--- config.mk ---
export PLATFORM = sky130hd
export DESIGN_NAME = alu_pipe
export DESIGN_NICKNAME = d
export VERILOG_FILES = /design/src/rtl/alu_pipe.sv
export SDC_FILE = /design/constraint.sdc
export NUM_CORES = 1
export LEC_CHECK = 0
export ABC_AREA = 1
export CAP_MARGIN = 10
export CORE_UTILIZATION = 31
export DETAILED_ROUTE_END_ITERATION = 16
export HOLD_SLACK_MARGIN = 0.1
export PLACE_DENSITY = 0.62
export SYNTH_ARGS = -nofsm -noshare
export SYNTH_HDL_FRONTEND = slang
export SYNTH_SLANG_ARGS = --single-unit
--- constraint.sdc ---
create_clock -name clk -period 4.1 [get_ports clk]
set_clock_uncertainty 0.2 [all_clocks]
set_input_delay 1.23 -clock clk [delete_from_list [all_inputs] [get_ports clk]]
set_output_delay 1.23 -clock clk [all_outputs]
set_load 0.02 [all_outputs]
--- src/rtl/alu_pipe.sv ---
// rtl/alu_pipe.sv - two-stage pipelined ALU with valid/ready handshakes; optional ADD saturation via ALU_SAT_EN
package alu_pipe_pkg;
  typedef enum logic [2:0] {
    HLT = 3'd0,
    SKZ = 3'd1,
    ADD = 3'd2,
    AND = 3'd3,
    XOR = 3'd4,
    LDA = 3'd5,
    STO = 3'd6,
    JMP = 3'd7
  } opcode_t;
endpackage

module alu_pipe
  import alu_pipe_pkg::*;
#(
  parameter int WIDTH = 8,
  parameter int TAG_W = 4
) (
  input  logic             clk,
  input  logic             rst,
  input  logic             in_valid,
  output logic             in_ready,
  input  opcode_t          opcode,
  input  logic [WIDTH-1:0] accum,
  input  logic [WIDTH-1:0] data,
  input  logic [TAG_W-1:0] tag_in,
  output logic             out_valid,
  input  logic             out_ready,
  output logic [WIDTH-1:0] out,
  output logic             zero,
  output logic             res_zero,
  output logic             carry,
  output logic [TAG_W-1:0] tag_out
);

  // Stage A: operand register
  logic             a_v;
  opcode_t          a_op;
  logic [WIDTH-1:0] a_accum;
  logic [WIDTH-1:0] a_data;
  logic [TAG_W-1:0] a_tag;

  // Handshake / advance controls
  logic adv_a;
  logic adv_b;

  // Combinational result computed from stage A
  logic [WIDTH:0]   sum_full;
  logic [WIDTH-1:0] res;
  logic             res_carry;

  // Stage B may load whenever it is empty or its result is being taken;
  // stage A may load whenever it is empty or it can hand off to stage B.
  always_comb begin
    adv_b    = !out_valid || out_ready;
    adv_a    = !a_v || adv_b;
    in_ready = adv_a;
  end

  // Operation decode on the stage A operands
  always_comb begin
    sum_full  = {1'b0, a_accum} + {1'b0, a_data};
    res       = a_accum;
    res_carry = 1'b0;
    case (a_op)
      ADD: begin
        res       = sum_full[WIDTH-1:0];
        res_carry = sum_full[WIDTH];
`ifdef ALU_SAT_EN
        if (sum_full[WIDTH]) begin
          res = '1;
        end
`endif
      end
      AND:     res = a_accum & a_data;
      XOR:     res = a_accum ^ a_data;
      LDA:     res = a_data;
      default: res = a_accum;
    endcase
  end

  // Stage A register: captures a new operation whenever it advances
  always_ff @(posedge clk or posedge rst) begin
    if (rst) begin
      a_v     <= 1'b0;
      a_op    <= HLT;
      a_accum <= '0;
      a_data  <= '0;
      a_tag   <= '0;
    end else if (adv_a) begin
      a_v <= in_valid;
      if (in_valid) begin
        a_op    <= opcode;
        a_accum <= accum;
        a_data  <= data;
        a_tag   <= tag_in;
      end
    end
  end

  // Stage B register: result and flags, held while downstream stalls
  always_ff @(posedge clk or posedge rst) begin
    if (rst) begin
      out_valid <= 1'b0;
      out       <= '0;
      zero      <= 1'b0;
      res_zero  <= 1'b0;
      carry     <= 1'b0;
      tag_out   <= '0;
    end else if (adv_b) begin
      out_valid <= a_v;
      if (a_v) begin
        out      <= res;
        zero     <= (a_accum == '0);
        res_zero <= (res == '0);
        carry    <= res_carry;
        tag_out  <= a_tag;
      end
    end
  end

endmodule

==> out/metrics.yaml, run 1 <==
sta:
  fin_crit_ns: 3.90
  fin_tns_setup_ns: 0
  drv_slew: 0
  clock.fmax_mhz: 257
  worst_slew_pin_slew_ns: 0.650
  setup_viol: 0
  setup_ws_ns: 0.204
  post-route-period-util: 0.950
  slew-limit-headroom: 0.566
  hold_violations: 0
  rsz0062_at_grt: "false"
global_route:
  first_global_vias: 1980
  grt_max_degree: 41
  antenna_found_initial: 0
  grt.total_usage: 0.154
  overflow: 0
  grt_pass1_wl_um: 9110
route:
  ant_nets: 0
  drtPass1Iterations: 4
  drt_iter0_markers: 124
  drc_errors: 0
  post_drt_wl_per_cell_um: 11.7
  drt-total-wl_um: 5220
  viasPerCell: 4.58
  dr_total_vias: 2036
synthesis:
  yosysMostFrequentCell: "nand2_1"
  yosys_warnings: 0
  synth_xor_area_frac: 0
  ys_ff_latch: 40
  synth_edf_count: 0
  synth.top_cell.area_share: 0.441
  postSynth.asyncResetShare: 1.00
  yosys.area_share.simple: 0.290
  synth_compound_area_frac: 0.0953
  synth_top_flop_cell: "dfrtp_1"
  synth_cell_types: 27
  syn_inst: 303
  yosysSeqAreaShare: 0.441
  ys_top_cells_by_area: "dfrtp_1 44%, nand2_1 14%, inv_1 6.4%"
  syn-num-nets: 339
  synth_top_family_by_area: "simple AND/OR/NAND/NOR gates"
  netlist_area_mm2: 0.00227
  synthAdderAreaFrac: 0.0529
  yosys-top-cells-count: "87 x nand2_1, 40 x dfrtp_1, 39 x inv_1, 36 x nor2_1, 25 x nand3_1"
  synth.avg_cell_area_um2: 7.50
  synth_mux_area_frac: 0.0297
  synth_top_area_cell: "dfrtp_1"
worst_setup_path:
  start_kind: "input port"
  crit_path_end_kind: "primary output"
  crit_buf_inv: 3
  critPathKind: "input port to primary output"
  ff2ff_path_depth: 14
  critPathRequiredTime_ns: 2.67
  arrival_ns: 2.47
  crit_chain: "clkdlybuf4s50_1, inv_1, nand3_1, clkdlybuf4s50_1"
  regToRegSetupSlack_ns: 1.83
  r2r-end: "res_zero$_DFFE_PP0P_"
  r2r_start: "a_data[0]$_DFFE_PP0P_"
  critical-path-max-stage-delay_ns: 0.62
  critPathMaxFanout: 3
  crit_path_top_delay_cell: "clkdlybuf4s50_1"
  crit_family: "buffers and inverters"
  cp_common_cell: "clkdlybuf4s50_1"
hold_path:
  min_from: "a_tag[1]$_DFFE_PP0P_"
  hold_path_depth: 2
  hold_path_end: "tag_out[1]$_DFFE_PP0P_"
  hold_class: "register to register"
clock_network:
  cts_root_buffer: "clkbuf_8"
  clock_latency_ns: 0.29
  post-cts-setup-buffer-count: 0
  clk_pin_slew_ns: 0.08
  cts_tree: "yes"
  cts-htree-levels: 2
  clk_path_buf_depth: 2
  cts.sinks: 40
  cts_hold_buf: 0
  cts_resized: 0
  cts-buffers-inserted: 5
placed_design:
  place_area_mm2: 0.00280
  hpwlAfterDp_um: 3960
  port_buffers: 43
  gp_congestion: 0.893
  place_ws_ns: 0.205
cells_and_area:
  nNetsFinal: 384
  drive_above_1_share: 0.0745
  antenna_cells: 0
  post-route-cell-area_mm2: 0.00292
  syn_to_final_growth_pct: 28.3
power_and_ir_drop:
  p_leak_uw: 0.00145
  fin_total_pwr_uw: 1410
  ir_drop_mv: 0.295
  power_per_cell_area_mw_per_mm2: 485
floorplan:
  die_x_um: 87.6
  io_pins: 44
  die_area_mm2: 0.00768
  rows: 30
  core_area_mm2: 0.00694
  fp.dieH_um: 87.6
  initial_utilization: 0.327
run_status:
  status: "finished, final reports clean"
run:
  maxCapViolations: 0
## sequential cells by signal, summed over array words and instances (netlist names)
signal	flops
res_zero	1
tag_out	4
out	8
a_v	1
a_op	3
carry	1
out_valid	1
zero	1
a_data	8
a_tag	4
a_accum	8
## worst max-delay path by stage
stage              start  endpoint  slack (ns)  cells after the start
4_1_cts        out_ready  in_ready        0.20                      4
5_1_grt        out_ready  in_ready        0.09                      4
3_3_place_gp   out_ready  in_ready        0.22                      4
6_report       out_ready  in_ready        0.20                      4
3_5_place_dp   out_ready  in_ready        0.20                      4
2_1_floorplan  out_ready  in_ready        1.15                      2
## cell usage in the layout (no fill, tap or decap), types with 2 or more instances in the layout
| cell | n |
|---|---|
| nand2_1 | 87 |
| ha_1 | 8 |
| dfrtp_1 | 40 |
| nand3_1 | 25 |
| inv_6 | 2 |
| clkdlybuf4s50_1 | 43 |
| nor2_1 | 36 |
| clkbuf_8 | 5 |
| o21ai_0 | 15 |
| inv_1 | 39 |
| nand4_1 | 5 |
| inv_2 | 2 |
| a21oi_1 | 21 |
| buf_4 | 3 |
| mux2_2 | 6 |
## stage by stage
step / util / cells / hold slack, ns
3_3_place_gp: 0.403 / 437 / 0.256
5_1_grt: 0.420 / 445 / 0.317
6_report: 0.420 / 445 / 0.278
4_1_cts: 0.420 / 445 / 0.283
2_1_floorplan: - / 303 / 0.244
3_5_place_dp: 0.403 / 437 / 0.262
## layer usage
layer | share of wire | vias to the layer above | GRT usage
met1 | 0.47 | 928 | 0.193
met4 | 0.011 | 0 | 0.0566
met5 | 0 | - | 0
li1 | - | 1054 | -
met3 | 0.063 | 7 | 0.0443
met2 | 0.46 | 47 | 0.254
## power by group
part	internal, µW	switching, µW
Combinational	232	315
Sequential	474	58.5
Clock	183	150
## area by class of cell
cell class / instances / area (µm²)
sequential: 40 / 1000
inverter: 42 / 163
fill: 724 / 4030
tap: 96 / 120
clock buffer: 5 / 68.8
clock inverter: 3 / 46.3
multi-input combinational: 213 / 1060
timing repair buffer: 46 / 453
## worst register-to-register path: stages (launching register included)
cell      delay, ns
dfrtp_1        0.39
ha_1           0.22
inv_1          0.07
fa_1           0.38
inv_1          0.06
nand2_1        0.07
nand2_1        0.07
nor2_1         0.04
nor2_1         0.12
nand2_1        0.08
nand2_1        0.08
nand3_1        0.08
nor2_1         0.15
nand2_1        0.08
o21bai_2       0.10
## cell families (layout without fill, tap and decap cells)
logic type / Yosys count / in the layout
AO/OA/AOI/OAI: 40 / 40
adder cells (fa/ha/maj): 9 / 9
buffers and inverters: 50 / 96
flip-flops: 40 / 40
multiplexers: 6 / 6
AND/OR/NAND/NOR: 158 / 158
Note: power is estimated with default switching activity, not from simulation.
==> run 2, diff against run 1 <==
--- a/config.mk
+++ b/config.mk
@@ -8,7 +8,10 @@
 export ABC_AREA = 1
 export CAP_MARGIN = 10
 export CORE_UTILIZATION = 31
+export CTS_BUF_LIST = sky130_fd_sc_hd__clkbuf_16
 export DETAILED_ROUTE_END_ITERATION = 16
+export GPL_ROUTABILITY_DRIVEN = 0
+export GPL_TIMING_DRIVEN = 0
 export HOLD_SLACK_MARGIN = 0.1
 export PLACE_DENSITY = 0.62
 export SYNTH_ARGS = -nofsm -noshare
==> run 2 against run 1 <==
Compared with the run above: worst setup slack better by 0.0063 ns; hold slack lost 0.0081 ns; cell count is 0.90% higher; design area increased by 1.5%; via count grew 3.7%; critical path type unchanged; sequential cell count stayed put; maximum frequency increased by 0.16%.
==> out/metrics.yaml, run 2 (synthesis results as in run 1) <==
global_route:
  overflow: 0  # unchanged
  grt_max_degree: 41  # unchanged
  grt_pass1_wl_um: 9740  # +7.0%
  antenna_found_initial: 0  # unchanged
  grt.total_usage: 0.167  # +0.0124
  first_global_vias: 2036  # +2.8%
hold_path:
  min_from: "a_tag[0]$_DFFE_PP0P_"
  hold_path_end: "tag_out[0]$_DFFE_PP0P_"
  hold_class: "register to register"
  hold_path_depth: 2  # unchanged
sta:
  holdWs_ns: 0.270  # -0.00812 ns
  setup_viol: 0  # unchanged
  post-route-period-util: 0.949  # -0.00154
  fin_crit_ns: 3.89  # -0.00633 ns
  drv_slew: 0  # unchanged
  rsz0062_at_grt: "false"
  worst_slew_pin_slew_ns: 0.854  # +0.203 ns
  slew-limit-headroom: 0.430  # -0.135
  fin_tns_setup_ns: 0  # unchanged
  hold_violations: 0  # unchanged
  setup_ws_ns: 0.210  # +0.00633 ns
  clock.fmax_mhz: 257  # +0.16%
power_and_ir_drop:
  power_per_cell_area_mw_per_mm2: 499  # +2.8%
  p_leak_uw: 0.00147  # +1.4%
  ir_drop_mv: 0.265  # -10%
cells_and_area:
  fillers: 713  # -1.5%
  multi_input_area_mm2: 0.00106  # unchanged
  antenna_cells: 0  # unchanged
  nNetsFinal: 389  # +1.3%
  fin_util: 0.426  # +0.00649
  drive_above_1_share: 0.0793  # +0.00482
  layout_common_cells: "87 x nand2_1, 43 x clkdlybuf4s50_1, 40 x dfrtp_1, 38 x inv_1, 36 x nor2_1"
  layout_commonest_cell: "nand2_1"
  post-route-cell-area_mm2: 0.00296  # +1.5%
  syn_to_final_growth_pct: 30.3
  regArea_mm2: 0.00100  # unchanged
  reg_top3: "a_accum: 8 flops, a_data: 8 flops, out: 8 flops"
clock_network:
  cts.sinks: 40  # unchanged
  clock_latency_ns: 0.28  # about the same
  cts_hold_buf: 0  # unchanged
  cts-htree-levels: 2  # unchanged
  post-cts-setup-buffer-count: 0  # unchanged
  cts_tree: "yes"
  cts-buffers-inserted: 5  # unchanged
  clk_path_buf_depth: 2  # unchanged
  cts_resized: 0  # unchanged
  clk_pin_slew_ns: 0.06  # -0.02 ns
  cts_root_buffer: "clkbuf_16"
worst_setup_path:
  regToRegSetupSlack_ns: 1.78  # -0.05 ns
  critPathMaxFanout: 3  # unchanged
  r2r_start: "a_data[0]$_DFFE_PP0P_"
  start_kind: "input port"
  r2r-end: "res_zero$_DFFE_PP0P_"
  arrival_ns: 2.46  # about the same
  crit_path_end_kind: "primary output"
  critPathKind: "input port to primary output"
  critPathRequiredTime_ns: 2.67  # about the same
  ff2ff_path_depth: 14  # unchanged
placed_design:
  hpwlAfterDp_um: 4400  # +11%
  place_area_mm2: 0.00282  # +0.80%
  place_ws_ns: 0.213  # +0.00837 ns
  port_buffers: 43  # unchanged
route:
  viasPerCell: 4.70  # +2.8%
  post_drt_wl_per_cell_um: 13.1  # +12%
  drt_iter0_markers: 151  # +22%
  drt-total-wl_um: 5880  # +13%
  drc_errors: 0  # unchanged
  ant_nets: 0  # unchanged
  drtPass1Iterations: 4  # unchanged
  dr_total_vias: 2111  # +3.7%
floorplan:
  io_pins: 44  # unchanged
  rows: 30  # unchanged
  initial_utilization: 0.327  # unchanged
  fp.dieH_um: 87.6  # unchanged
  die_area_mm2: 0.00768  # unchanged
  core_area_mm2: 0.00694  # unchanged
  die_x_um: 87.6  # unchanged
run:
  maxCapViolations: 0  # unchanged
run_status:
  status: "finished, final reports clean"
run 2: changes by cell type in the layout (fill, tap and decap cells not counted), sizes merged:
cell | before | now
clkinv | 0 | 1
buf | 3 | 6
bufinv | 1 | 0
inv | 43 | 42
clkbuf | 5 | 7
run 2: how the worst max path moves through the flow:
stage / from / endpoint / slack (ns)
2_1_floorplan: out_ready / in_ready / 1.15
3_3_place_gp: out_ready / in_ready / 0.20
3_5_place_dp: out_ready / in_ready / 0.21
4_1_cts: out_ready / in_ready / 0.20
5_1_grt: out_ready / in_ready / 0.14
6_report: out_ready / in_ready / 0.21
run 2: layout make-up:
cell class / instances / area share
Buffer: 8 / 0.0152
Clock inverter: 2 / 0.00423
Timing Repair Buffer: 43 / 0.145
Multi-Input combinational cell: 213 / 0.359
Tap cell: 96 / 0.0406
Inverter: 42 / 0.0549
Clock buffer: 5 / 0.0423
Sequential cell: 40 / 0.338
run 2: metrics by stage:
stage / std cells / total power [µW]
finish: 449 / 1480
global placement: 442 / 1090
CTS: 449 / 1480
global route: 449 / 1580
detailed placement: 442 / 1110
floorplan: 303 / 891
run 2: layer usage:
layer  up-vias  wire length, µm  track usage
met2        52             2780        0.277
met5         -                0            0
met4         0               42       0.0358
li1       1061                -            -
met1       992             2780        0.222
met3         6              280       0.0405
run 2: critical path, stage by stage:
cell,delay [ns]
clkdlybuf4s50_1,0.45
inv_1,0.06
nand3_1,0.10
clkdlybuf4s50_1,0.62
run 2: power by group:
group / switching, µW / internal, µW / total [µW]
combinational: 340 / 237 / 578
clock: 154 / 221 / 375
sequential: 48.9 / 475 / 524
